==> src/rtl/ex_muldiv_if.sv <==
// ex_muldiv_if
//   Bundles the ID/EX-to-multiply/divide handshake and data signals.
//   The master side (ID/EX register) presents an op and its operands.
//   The slave side (ex_muldiv) returns stall, a done strobe, the result
//   and its destination register.
//
//   master -> slave : start_i, flush_i, op_i, rs1_data_i, rs2_data_i, rd_i
//   slave -> master : stall_o, done_o, result_o, rd_o
interface ex_muldiv_if #(
  parameter int DATA_WIDTH = 32,
  parameter int RD_WIDTH   = 5
);
  logic                  start_i;
  logic                  flush_i;
  logic [2:0]            op_i;
  logic [DATA_WIDTH-1:0] rs1_data_i;
  logic [DATA_WIDTH-1:0] rs2_data_i;
  logic [RD_WIDTH-1:0]   rd_i;
  logic                  stall_o;
  logic                  done_o;
  logic [DATA_WIDTH-1:0] result_o;
  logic [RD_WIDTH-1:0]   rd_o;

  modport master (
    output start_i, flush_i, op_i, rs1_data_i, rs2_data_i, rd_i,
    input  stall_o, done_o, result_o, rd_o
  );

  modport slave (
    input  start_i, flush_i, op_i, rs1_data_i, rs2_data_i, rd_i,
    output stall_o, done_o, result_o, rd_o
  );
endinterface

==> src/rtl/ex_muldiv.sv <==
// ex_muldiv
//   Iterative RV32M multiply/divide unit sitting behind the ID/EX register.
//   Multiplies by shift-add and divides by restoring shift-subtract, both
//   on operand magnitudes, one bit per cycle for DATA_WIDTH cycles; the
//   sign is restored when the result is captured. Divide-by-zero and the
//   signed-overflow divide finish one cycle after accept with the
//   architecturally defined values.
//
//   clk  : rising-edge clock
//   rst  : asynchronous active-high reset
//   bus  : ex_muldiv_if.slave
//            start_i    ID/EX holds a valid M op
//            flush_i    kill any in-flight op (priority over start_i)
//            op_i       funct3 (MUL..REMU)
//            rs1_data_i dividend / multiplicand
//            rs2_data_i divisor / multiplier
//            rd_i       destination register
//            stall_o    hold PC, IF/ID and ID/EX (combinational)
//            done_o     one-cycle result-valid strobe
//            result_o   result, held until the next completion
//            rd_o       destination register of result_o
module ex_muldiv #(
  parameter int DATA_WIDTH = 32,
  parameter int RD_WIDTH   = 5,
  parameter int CNT_WIDTH  = 6
) (
  input logic        clk,
  input logic        rst,
  ex_muldiv_if.slave bus
);

  localparam logic [2:0] OP_MUL    = 3'd0;
  localparam logic [2:0] OP_MULH   = 3'd1;
  localparam logic [2:0] OP_MULHSU = 3'd2;
  localparam logic [2:0] OP_MULHU  = 3'd3;
  localparam logic [2:0] OP_DIV    = 3'd4;
  localparam logic [2:0] OP_DIVU   = 3'd5;
  localparam logic [2:0] OP_REM    = 3'd6;
  localparam logic [2:0] OP_REMU   = 3'd7;

  localparam logic [DATA_WIDTH-1:0] ZERO_W   = {DATA_WIDTH{1'b0}};
  localparam logic [DATA_WIDTH-1:0] ONES_W   = {DATA_WIDTH{1'b1}};
  localparam logic [DATA_WIDTH-1:0] MIN_NEG  = {1'b1, {(DATA_WIDTH-1){1'b0}}};
  localparam logic [CNT_WIDTH-1:0]  CNT_ZERO = {CNT_WIDTH{1'b0}};
  localparam logic [CNT_WIDTH-1:0]  CNT_ONE  = {{(CNT_WIDTH-1){1'b0}}, 1'b1};
  localparam logic [CNT_WIDTH-1:0]  CNT_LAST = CNT_WIDTH'(DATA_WIDTH - 1);

  typedef enum logic [1:0] {
    IDLE = 2'd0,
    CALC = 2'd1,
    DONE = 2'd2
  } state_t;

  // Two's-complement negate of a single-width word.
  function automatic logic [DATA_WIDTH-1:0] neg_w(input logic [DATA_WIDTH-1:0] x);
    return ~x + {{(DATA_WIDTH-1){1'b0}}, 1'b1};
  endfunction

  // Two's-complement negate of a double-width product.
  function automatic logic [2*DATA_WIDTH-1:0] neg_dw(input logic [2*DATA_WIDTH-1:0] x);
    return ~x + {{(2*DATA_WIDTH-1){1'b0}}, 1'b1};
  endfunction

  state_t                state;
  state_t                state_nxt;
  logic [CNT_WIDTH-1:0]  count;
  logic [2:0]            op;
  logic                  neg1;
  logic                  neg2;
  // Multiply: opnd = multiplicand, acc_hi:acc_lo = partial product / multiplier.
  // Divide:   opnd = divisor,      acc_hi = remainder, acc_lo = dividend/quotient.
  logic [DATA_WIDTH-1:0] opnd;
  logic [DATA_WIDTH-1:0] acc_hi;
  logic [DATA_WIDTH-1:0] acc_lo;
  logic [RD_WIDTH-1:0]   rd_pend;
  logic                  done;
  logic [DATA_WIDTH-1:0] result;
  logic [RD_WIDTH-1:0]   rd_res;

  logic                  accept;
  logic                  last;
  logic                  rs1_signed;
  logic                  rs2_signed;
  logic                  in_neg1;
  logic                  in_neg2;
  logic [DATA_WIDTH-1:0] in_mag1;
  logic [DATA_WIDTH-1:0] in_mag2;
  logic                  div_zero;
  logic                  div_ovf;
  logic                  fast;
  logic [DATA_WIDTH-1:0] fast_result;

  logic [DATA_WIDTH:0]     mul_sum;
  logic [DATA_WIDTH:0]     div_shift;
  logic [DATA_WIDTH:0]     div_diff;
  logic [DATA_WIDTH-1:0]   step_hi;
  logic [DATA_WIDTH-1:0]   step_lo;
  logic [2*DATA_WIDTH-1:0] prod_fix;
  logic [DATA_WIDTH-1:0]   quo_fix;
  logic [DATA_WIDTH-1:0]   rem_fix;
  logic [DATA_WIDTH-1:0]   calc_result;

  assign accept = bus.start_i && !bus.flush_i && ((state == IDLE) || (state == DONE));
  assign last   = (state == CALC) && (count == CNT_LAST);

  assign bus.stall_o  = accept || (state == CALC);
  assign bus.done_o   = done;
  assign bus.result_o = result;
  assign bus.rd_o     = rd_res;

  // Decode the incoming op: operand signedness, magnitudes and the one-cycle special cases.
  always_comb begin
    rs1_signed  = 1'b0;
    rs2_signed  = 1'b0;
    fast_result = ZERO_W;
    case (bus.op_i)
      OP_MULH, OP_DIV, OP_REM: begin
        rs1_signed = 1'b1;
        rs2_signed = 1'b1;
      end
      OP_MULHSU: begin
        rs1_signed = 1'b1;
        rs2_signed = 1'b0;
      end
      default: begin
        rs1_signed = 1'b0;
        rs2_signed = 1'b0;
      end
    endcase

    in_neg1 = rs1_signed && bus.rs1_data_i[DATA_WIDTH-1];
    in_neg2 = rs2_signed && bus.rs2_data_i[DATA_WIDTH-1];
    in_mag1 = in_neg1 ? neg_w(bus.rs1_data_i) : bus.rs1_data_i;
    in_mag2 = in_neg2 ? neg_w(bus.rs2_data_i) : bus.rs2_data_i;

    div_zero = (bus.rs2_data_i == ZERO_W);
    // Only the signed divides (funct3 bit0 clear) can overflow.
    div_ovf  = !bus.op_i[0] && (bus.rs1_data_i == MIN_NEG) && (bus.rs2_data_i == ONES_W);
    fast     = bus.op_i[2] && (div_zero || div_ovf);

    case (bus.op_i)
      OP_DIV, OP_DIVU: fast_result = div_zero ? ONES_W : MIN_NEG;
      OP_REM, OP_REMU: fast_result = div_zero ? bus.rs1_data_i : ZERO_W;
      default:         fast_result = ZERO_W;
    endcase
  end

  // One iteration of shift-add (multiply) or restoring shift-subtract (divide).
  always_comb begin
    mul_sum   = {1'b0, acc_hi} + (acc_lo[0] ? {1'b0, opnd} : {1'b0, ZERO_W});
    div_shift = {acc_hi, acc_lo[DATA_WIDTH-1]};
    div_diff  = div_shift - {1'b0, opnd};
    if (op[2]) begin
      // A carry-out in the shifted remainder guarantees the subtraction fits.
      if (!div_diff[DATA_WIDTH] || div_shift[DATA_WIDTH]) begin
        step_hi = div_diff[DATA_WIDTH-1:0];
        step_lo = {acc_lo[DATA_WIDTH-2:0], 1'b1};
      end else begin
        step_hi = div_shift[DATA_WIDTH-1:0];
        step_lo = {acc_lo[DATA_WIDTH-2:0], 1'b0};
      end
    end else begin
      step_hi = mul_sum[DATA_WIDTH:1];
      step_lo = {mul_sum[0], acc_lo[DATA_WIDTH-1:1]};
    end
  end

  // Restore signs on the final iteration's output and pick the op's result.
  always_comb begin
    prod_fix    = (neg1 ^ neg2) ? neg_dw({step_hi, step_lo}) : {step_hi, step_lo};
    quo_fix     = (neg1 ^ neg2) ? neg_w(step_lo) : step_lo;
    rem_fix     = neg1 ? neg_w(step_hi) : step_hi;
    calc_result = ZERO_W;
    case (op)
      OP_MUL:                       calc_result = prod_fix[DATA_WIDTH-1:0];
      OP_MULH, OP_MULHSU, OP_MULHU: calc_result = prod_fix[2*DATA_WIDTH-1:DATA_WIDTH];
      OP_DIV, OP_DIVU:              calc_result = quo_fix;
      OP_REM, OP_REMU:              calc_result = rem_fix;
      default:                      calc_result = ZERO_W;
    endcase
  end

  // FSM next-state: flush wins everywhere, a new op may start straight out of DONE.
  always_comb begin
    state_nxt = state;
    case (state)
      IDLE, DONE: begin
        if (bus.flush_i) begin
          state_nxt = IDLE;
        end else if (bus.start_i) begin
          state_nxt = fast ? DONE : CALC;
        end else begin
          state_nxt = IDLE;
        end
      end
      CALC: begin
        if (bus.flush_i) begin
          state_nxt = IDLE;
        end else if (last) begin
          state_nxt = DONE;
        end else begin
          state_nxt = CALC;
        end
      end
      default: state_nxt = IDLE;
    endcase
  end

  // FSM state register.
  always_ff @(posedge clk or posedge rst) begin
    if (rst) begin
      state <= IDLE;
    end else begin
      state <= state_nxt;
    end
  end

  // Operand capture, iteration datapath and result/done registers.
  always_ff @(posedge clk or posedge rst) begin
    if (rst) begin
      count   <= CNT_ZERO;
      op      <= 3'd0;
      neg1    <= 1'b0;
      neg2    <= 1'b0;
      opnd    <= ZERO_W;
      acc_hi  <= ZERO_W;
      acc_lo  <= ZERO_W;
      rd_pend <= {RD_WIDTH{1'b0}};
      done    <= 1'b0;
      result  <= ZERO_W;
      rd_res  <= {RD_WIDTH{1'b0}};
    end else begin
      done <= 1'b0;
      if (bus.flush_i) begin
        // result/rd_res intentionally keep the last completed op.
        count <= CNT_ZERO;
      end else if (accept) begin
        count   <= CNT_ZERO;
        op      <= bus.op_i;
        rd_pend <= bus.rd_i;
        // Plain MUL leaves both flags clear: the low half is sign-agnostic.
        neg1    <= in_neg1;
        neg2    <= in_neg2;
        opnd    <= bus.op_i[2] ? in_mag2 : in_mag1;
        acc_hi  <= ZERO_W;
        acc_lo  <= bus.op_i[2] ? in_mag1 : in_mag2;
        if (fast) begin
          result <= fast_result;
          rd_res <= bus.rd_i;
          done   <= 1'b1;
        end
      end else if (state == CALC) begin
        acc_hi <= step_hi;
        acc_lo <= step_lo;
        if (last) begin
          count  <= CNT_ZERO;
          result <= calc_result;
          rd_res <= rd_pend;
          done   <= 1'b1;
        end else begin
          count <= count + CNT_ONE;
        end
      end else begin
        count <= CNT_ZERO;
      end
    end
  end

endmodule
==> src/flat_wrapper.sv <==
// flat-port wrapper written by rule: the top's interface ports become plain ports
module ex_muldiv_flat 
#(
  parameter int DATA_WIDTH = 32,
  parameter int RD_WIDTH   = 5,
  parameter int CNT_WIDTH  = 6
)
  (clk, rst, bus_start_i, bus_flush_i, bus_op_i, bus_rs1_data_i, bus_rs2_data_i, bus_rd_i, bus_stall_o, bus_done_o, bus_result_o, bus_rd_o);
  ex_muldiv_if #(.DATA_WIDTH(DATA_WIDTH), .RD_WIDTH(RD_WIDTH)) bus_i ();
  input logic clk;
  input logic rst;
  input wire logic [$bits(bus_i.start_i)-1:0] bus_start_i;
  input wire logic [$bits(bus_i.flush_i)-1:0] bus_flush_i;
  input wire logic [$bits(bus_i.op_i)-1:0] bus_op_i;
  input wire logic [$bits(bus_i.rs1_data_i)-1:0] bus_rs1_data_i;
  input wire logic [$bits(bus_i.rs2_data_i)-1:0] bus_rs2_data_i;
  input wire logic [$bits(bus_i.rd_i)-1:0] bus_rd_i;
  output wire logic [$bits(bus_i.stall_o)-1:0] bus_stall_o;
  output wire logic [$bits(bus_i.done_o)-1:0] bus_done_o;
  output wire logic [$bits(bus_i.result_o)-1:0] bus_result_o;
  output wire logic [$bits(bus_i.rd_o)-1:0] bus_rd_o;
  assign bus_i.start_i = bus_start_i;
  assign bus_i.flush_i = bus_flush_i;
  assign bus_i.op_i = bus_op_i;
  assign bus_i.rs1_data_i = bus_rs1_data_i;
  assign bus_i.rs2_data_i = bus_rs2_data_i;
  assign bus_i.rd_i = bus_rd_i;
  assign bus_stall_o = bus_i.stall_o;
  assign bus_done_o = bus_i.done_o;
  assign bus_result_o = bus_i.result_o;
  assign bus_rd_o = bus_i.rd_o;
  ex_muldiv #(.DATA_WIDTH(DATA_WIDTH), .RD_WIDTH(RD_WIDTH), .CNT_WIDTH(CNT_WIDTH)) u_core (.clk(clk), .rst(rst), .bus(bus_i));
endmodule
==> config.mk <==
export PLATFORM = sky130hd
export DESIGN_NAME = ex_muldiv_flat
export DESIGN_NICKNAME = d
export VERILOG_FILES = /design/src/rtl/ex_muldiv_if.sv /design/src/rtl/ex_muldiv.sv /design/src/flat_wrapper.sv
export SDC_FILE = /design/constraint.sdc
export NUM_CORES = 1
export LEC_CHECK = 0
export ABC_CLOCK_PERIOD_IN_PS = 6450
export CORE_MARGIN = 8
export CORE_UTILIZATION = 55
export CTS_CLUSTER_DIAMETER = 150
export DETAILED_ROUTE_END_ITERATION = 7
export HOLD_SLACK_MARGIN = 0.02
export PLACE_DENSITY_LB_ADDON = 0.08
export SYNTH_ARGS = -nofsm -noshare
export SYNTH_HDL_FRONTEND = slang
export SYNTH_SLANG_ARGS = --single-unit
export TNS_END_PERCENT = 100
==> constraint.sdc <==
create_clock -name clk -period 6.45 [get_ports clk]
set_input_delay 0.9675 -clock clk [delete_from_list [all_inputs] [get_ports clk]]
set_output_delay 0.9675 -clock clk [all_outputs]
set_load 0.01 [all_outputs]
==> results of run 1 <==
[cell type report]
| type | instances | area [um2] |
|---|---|---|
| fill | 2710 | 11200 |
| multi-input combinational | 1862 | 11700 |
| inverter | 60 | 230 |
| clock inverter | 15 | 156 |
| sequential | 152 | 3810 |
| clock buffer | 17 | 425 |
| timing repair buffer | 154 | 1440 |
| tap | 390 | 488 |
[worst max-delay path, cell delays in order, from the launching register on]
cell	delay (ps)
dfrtp_1	520
inv_1	90
ha_1	230
fa_1	410
nand2b_1	220
a211oi_2	390
o21ai_2	160
a2111oi_4	760
nor2_4	140
a311oi_4	500
nor3b_2	370
nand3_1	110
buf_4	190
or4_1	760
or2_1	350
a2111oi_1	440
a21oi_1	110
[metrics by stage]
stage,setup slack (ps),area [um2],utilization,hold WS (ps),cells
final,547,18200,0.621,466,2650
after global routing,290,18200,0.621,490,2650
after detailed placement,716,17700,0.601,456,2618
after global placement,855,17700,0.601,447,2618
after CTS,691,18200,0.621,470,2650
after floorplan,1390,16300,-,433,2213
[final timing paths]
check / end / slack [ps] / start
max: u_core.bus.result_o[31] / 550 / u_core.acc_lo[31]
min: u_core.count[0] / 470 / u_core.count[0]
max reg2reg: u_core.bus.result_o[31] / 550 / u_core.acc_lo[31]
min reg2reg: u_core.count[0] / 470 / u_core.count[0]
max in group asynchronous: u_core.op[2] / 4370 / rst
min in group asynchronous: u_core.opnd[2] / 900 / rst
[synthesized netlist by cell type, types with 18 or more instances]
cell type,instances,area (um2)
a211oi_1,25,188
a21o_1,18,135
a21oi_1,199,996
a22o_1,22,193
a31oi_1,30,188
and2_1,51,319
clkbuf_1,105,394
dfrtp_1,152,3800
ha_1,69,863
inv_1,59,221
mux2i_1,46,460
nand2_1,283,1060
nand3_1,37,185
nand4_1,32,200
nor2_1,197,739
nor3_1,64,320
nor4_1,24,150
o211ai_1,49,368
o21ai_0,226,1130
o31ai_1,31,233
xnor2_1,97,850
xor2_1,71,622
[per-layer routing]
layer,track usage,wire [um]
met5,0,0
met4,0.170,3320
met3,0.0758,6170
met2,0.567,29100
met1,0.457,26000
[kinds of logic after synthesis]
logic type	after synthesis	synth area share
simple gates	805	0.237
compound gates	760	0.298
buf+inv	199	0.0480
xor+xnor	168	0.0905
flops	152	0.234
fa+ha+maj	71	0.0556
mux	58	0.0366
[power by group]
| part | switching, uW | internal (uW) | total [uW] |
|---|---|---|---|
| combinational | 3640 | 2060 | 5700 |
| clock | 484 | 550 | 1030 |
| sequential | 361 | 1170 | 1530 |
[state kept, by name (all words and copies together), names as in the netlist]
| register | flops |
|---|---|
| u_core.acc_hi | 32 |
| u_core.acc_lo | 32 |
| u_core.bus.result_o | 32 |
| u_core.opnd | 32 |
| u_core.count | 6 |
| u_core.bus.rd_o | 5 |
| u_core.rd_pend | 5 |
| u_core.op | 3 |
| u_core.state | 2 |
| u_core.bus.done_o | 1 |
| u_core.neg1 | 1 |
| u_core.neg2 | 1 |
==> summary.md, run 1 <==
| Metric | Value |
|---|---|
| H-tree levels | 4 |
| Final ANT Viol Nets | 0 |
| Post-Syn Instances | roughly 2,200 |
| Critical path required time | between 6000 and 7000 ps |
| Die Ht | 188 um |
| Share of cells above drive strength 1 | 0.0602 |
| First-pass DRT Iterations | 6 |
| Area growth, synth to finish | 12.3% |
| Max-slew violation count | 0 |
| Clk root buf | clkbuf_16 |
| Wirelength per Cell | 24.4 um |
| Mean post-synth cell area | around 7.3 um2 |
| Worst-path clk slew | 70 ps |
| Fmax | 169 MHz |
| Max cap viols | 0 |
| Via count | 18,000 |
| Warnings from Yosys | 0 |
| Fin. Hold Viols | 0 |
| Num CTS Buffers | 17 |
| Post-CTS sizing | 0 |
| RSZ-0062 raised after global routing | no |
| Highest-count cells in the layout ignoring fill and taps | nand2_1 (282), o21ai_0 (226), a21oi_1 (199) |
| Num rows | 63 |
| Worst path arrival time | between 6000 and 7000 ps |
| Fin crit period | between 5000 and 6000 ps |
| Boundary Pins | approximately 120 |
| Pwr Density | 453 nW/um2 |
| LEAKAGE | roughly 0.0073 uW |
| Total track usage | 0.357 |
| Post-synth EDFFs | 0 |
| Final WL | around 65 mm |
| TritonCTS clock tree | built |
| Worst-margin pin slew | around 1100 ps |
| Largest net degree at the start of global routing | 121 |
| # diodes | 0 |
| DR vias/cell | around 6.8 |
| Hold Path Class | reg -> reg |
| Global-route wire length before repair | between 90 and 100 mm |
| Hold_buf cts | 0 |
| RePlAce Congestion | roughly 1 |
| Count of cell types in the netlist | 92 |
| Post-DP HPWL | approximately 51 mm |
| Status | finished clean |
| Register area share after synthesis | 0.234 |
| Overflow after GRT | 0 |
| Core region area | around 30,000 um2 |
| Post-route setup TNS | 0 ps |
| Clock Skews | approximately 11 ps |
| Slew margin rel. | 0.279 |
| Clock insertion delay at the later pin of the skew report | between 400 and 500 ps |
| Iteration-0 DRC Markers | 2,312 |
| Synth Register Bits | between 150 and 200 |
| Period utilisation layout | 0.915 |
| Worst VDD drop | around 190 uV |
| Setup crit start kind | flip-flop |
| Initial antenna violation count | 1 |
| Depth of the worst register-to-register path | 16 |
| Post-synth ARST share | 1.00 |
| Worst Hold Depth | 1 |
| Total power | between 8000 and 9000 uW |
| Clk sinks | between 150 and 200 |
| Finish-stage setup viols | 0 |
| Post-CTS Setup Inserts | 0 |
| Netlist Area Pre-Place | ~16,000 um2 |
| Die width | 188 um |
| Crit path kind | reg -> reg |
| Vias in the first global route | roughly 17,000 |
| Clk buf depth | 2 |
| Die area | approximately 35,000 um2 |
| Nets | around 2,400 |
| # DRC | 0 |
| Commonest non-fill, non-tap cell in the layout | nand2_1 |
| Initial Utilization | 0.553 |
| Critical-path maximum fanout | 11 |
| # port buffers | 114 |
| Mapped Nets | about 2,400 |
| Main synth FF type | dfrtp_1 |
| CP endpoint kind | flip-flop |
Note: power is estimated with default switching activity, not from simulation.
==> run 2: changes to the inputs <==
SETUP_SLACK_MARGIN = 0.3   (was unset)
SLEW_MARGIN = 0   (was unset)
==> run 2 against run 1 <==
Net effect: sequential share of layout area unchanged; worst setup slack improved by 47 ps; maximum frequency increased by 0.80%; final area unchanged; power about the same; register-to-register slack improved by 50 ps; wire length about the same; global-route usage unchanged; clock skew about the same; largest cell class unchanged; largest power group unchanged; highest routed layer unchanged.
==> summary.md, run 2 (synthesis gave the netlist of run 1 again) <==
| Metric | Value |
|---|---|
| Clk sinks | 152 (unchanged) |
| Total power | 8270 uW (about the same) |
| Max-slew violation count | 0 (unchanged) |
| Worst-case hold path end point | u_core.count[0] |
| Worst VDD drop | 190 uV (+2.3%) |
| Fin. Hold Viols | 0 (unchanged) |
| RSZ-0062 raised after global routing | no |
| Share of cells above drive strength 1 | 0.0602 (unchanged) |
| Overflow after GRT | 0 (unchanged) |
| Hold wc startpoint | u_core.count[0] |
| Final core occ | 0.621 (unchanged) |
| Nets | 2,394 (unchanged) |
| LEAKAGE | 0.00727 uW (unchanged) |
| Crit path max-delay cell type | or4_1 |
| Clk root buf | clkbuf_16 |
| Area growth, synth to finish | 12.3% (unchanged) |
| Register-to-Register Setup Slack | 590 ps (+50 ps) |
| Post-CTS sizing | 0 (unchanged) |
| Boundary Pins | 115 (unchanged) |
| Fin crit period | 5860 ps (-47.1 ps) |
| Family with the most delay on the worst path | compound AO/OA/AOI/OAI gates |
| Max cap viols | 0 (unchanged) |
| First-pass DRT Iterations | 8 (+2) |
| Worst-path clk slew | 70 ps (about the same) |
| Worst path arrival time | 6170 ps (-40 ps) |
| Critical path required time | 6760 ps (about the same) |
| Crit path kind | reg -> reg |
| Initial Utilization | 0.553 (unchanged) |
| # port buffers | 114 (unchanged) |
| CP endpoint kind | flip-flop |
| Worst Hold Depth | 1 (unchanged) |
| H-tree levels | 4 (unchanged) |
| # DRC | 0 (unchanged) |
| Highest-count cells in the layout ignoring fill and taps | nand2_1 (282), o21ai_0 (226), a21oi_1 (199) |
| Worst-margin pin slew | 1110 ps (+34.8 ps) |
| Filler cells | 2,710 (unchanged) |
| Hold Path Class | reg -> reg |
| Num rows | 63 (unchanged) |
| Hold_buf cts | 0 (unchanged) |
| Initial antenna violation count | 1 (unchanged) |
| Wirelength per Cell | 24.4 um (about the same) |
| Via count | 18,000 (+0.011%) |
| Iteration-0 DRC Markers | 2,324 (+0.52%) |
| Critical Path Max Stage Delay | 760 ps (about the same) |
| Post-DP HPWL | 50.6 mm (unchanged) |
| Finish-stage setup viols | 0 (unchanged) |
| Post-route setup TNS | 0 ps (unchanged) |
| Total track usage | 0.357 (unchanged) |
| # diodes | 0 (unchanged) |
| Period utilisation layout | 0.908 (-0.00730) |
| Die width | 188 um (unchanged) |
| RR Startpoint | u_core.acc_lo[31] |
| Footprint of the multi-input gates | 11,700 um2 (unchanged) |
| Dpl cell area | 17,700 um2 (unchanged) |
| TritonCTS clock tree | built |
| Final WL | 64.6 mm (about the same) |
| Worst Path Buf+Inv | 2 (unchanged) |
| Clock insertion delay at the later pin of the skew report | 440 ps (about the same) |
| RePlAce Congestion | 1.00 (unchanged) |
| Design Area, Final | 18,200 um2 (unchanged) |
| Post-CTS Setup Inserts | 0 (unchanged) |
| DR vias/cell | 6.79 (about the same) |
| Setup crit start kind | flip-flop |
| Final ANT Viol Nets | 0 (unchanged) |
| Core region area | 29,400 um2 (unchanged) |
| Global-route wire length before repair | 99.3 mm (unchanged) |
| Slew margin rel. | 0.256 (-0.0233) |
| Worst reg2reg endpoint | u_core.bus.result_o[31] |
| Num CTS Buffers | 17 (unchanged) |
| Pwr Density | 453 nW/um2 (about the same) |
| Register area | 3810 um2 (unchanged) |
| Largest net degree at the start of global routing | 121 (unchanged) |
| Clock Skews | 10.7 ps (-0.179 ps) |
| Critical-path maximum fanout | 18 (+7) |
| Status | finished clean |
| Die Ht | 188 um (unchanged) |
| Depth of the worst register-to-register path | 16 (unchanged) |
| Die area | 35,300 um2 (unchanged) |
| Vias in the first global route | 16,900 (unchanged) |
| Commonest non-fill, non-tap cell in the layout | nand2_1 |
| Setup WS pre-CTS | 716 ps (unchanged) |
| Fmax | 171 MHz (+0.80%) |
| Worst Slack Setup Final | 594 ps (+47.1 ps) |
| Crit path cell chain | inv_1 > ha_1 > fa_1 > nand2b_1 > a211oi_2 > o21ai_2 > a2111o_1 > a31oi_1 > a22oi_1 > nor4_4 > nand3_1 > buf_4 > or4_1 > or2_1 > a2111oi_1 > a21oi_1 |
| Clk buf depth | 2 (unchanged) |
## run 2: cell counts in the layout (fill, tap and decap cells not counted)
Identical to the previous run, type by type.
## run 2: worst max path at each step
stage	cells past startpoint	slack [ps]	startpoint	end
final	16	590	u_core.acc_lo[31]	u_core.bus.result_o[31]
after detailed placement	16	720	u_core.acc_lo[31]	u_core.bus.result_o[31]
after global routing	18	330	u_core.acc_hi[10]	u_core.bus.result_o[26]
after global placement	18	860	u_core.acc_hi[8]	u_core.bus.result_o[26]
after CTS	16	690	u_core.acc_lo[31]	u_core.bus.result_o[31]
after floorplan	1	1390	rst	u_core.acc_hi[0]
## run 2: worst reg2reg max path: stages, from the launching register on
cell	delay [ps]
dfrtp_1	520
inv_1	90
ha_1	240
fa_1	410
nand2b_1	210
a211oi_2	380
o21ai_2	160
a2111o_1	720
a31oi_1	270
a22oi_1	260
nor4_4	490
nand3_1	120
buf_4	190
or4_1	760
or2_1	360
a2111oi_1	430
a21oi_1	110
## run 2: power by group
part           switching [uW]  total [uW]  internal (uW)
clock network             485        1030            550
registers                 362        1540           1170
logic                    3650        5700           2060
## run 2: cell type report
cell class / count / area share
Inverter: 60 / 0.0126
Clock inverter: 15 / 0.00857
Multi-Input combinational cell: 1862 / 0.641
Tap cell: 390 / 0.0267
Clock buffer: 17 / 0.0233
Timing Repair Buffer: 154 / 0.0788
Sequential cell: 152 / 0.209
## run 2: metrics by stage
step	cells	hold slack [ps]
after CTS	2650	470
after global placement	2618	447
after detailed placement	2618	456
final	2650	467
after global routing	2650	490
after floorplan	2213	433
## run 2: layer usage
layer,vias to the layer above,share of wire,track usage,wire (um)
met2,1070,0.45,0.567,29000
met4,0,0.052,0.170,3330
met1,8560,0.40,0.457,25600
met3,185,0.10,0.0758,6590
met5,-,0,0,0
li1,8188,-,-,-
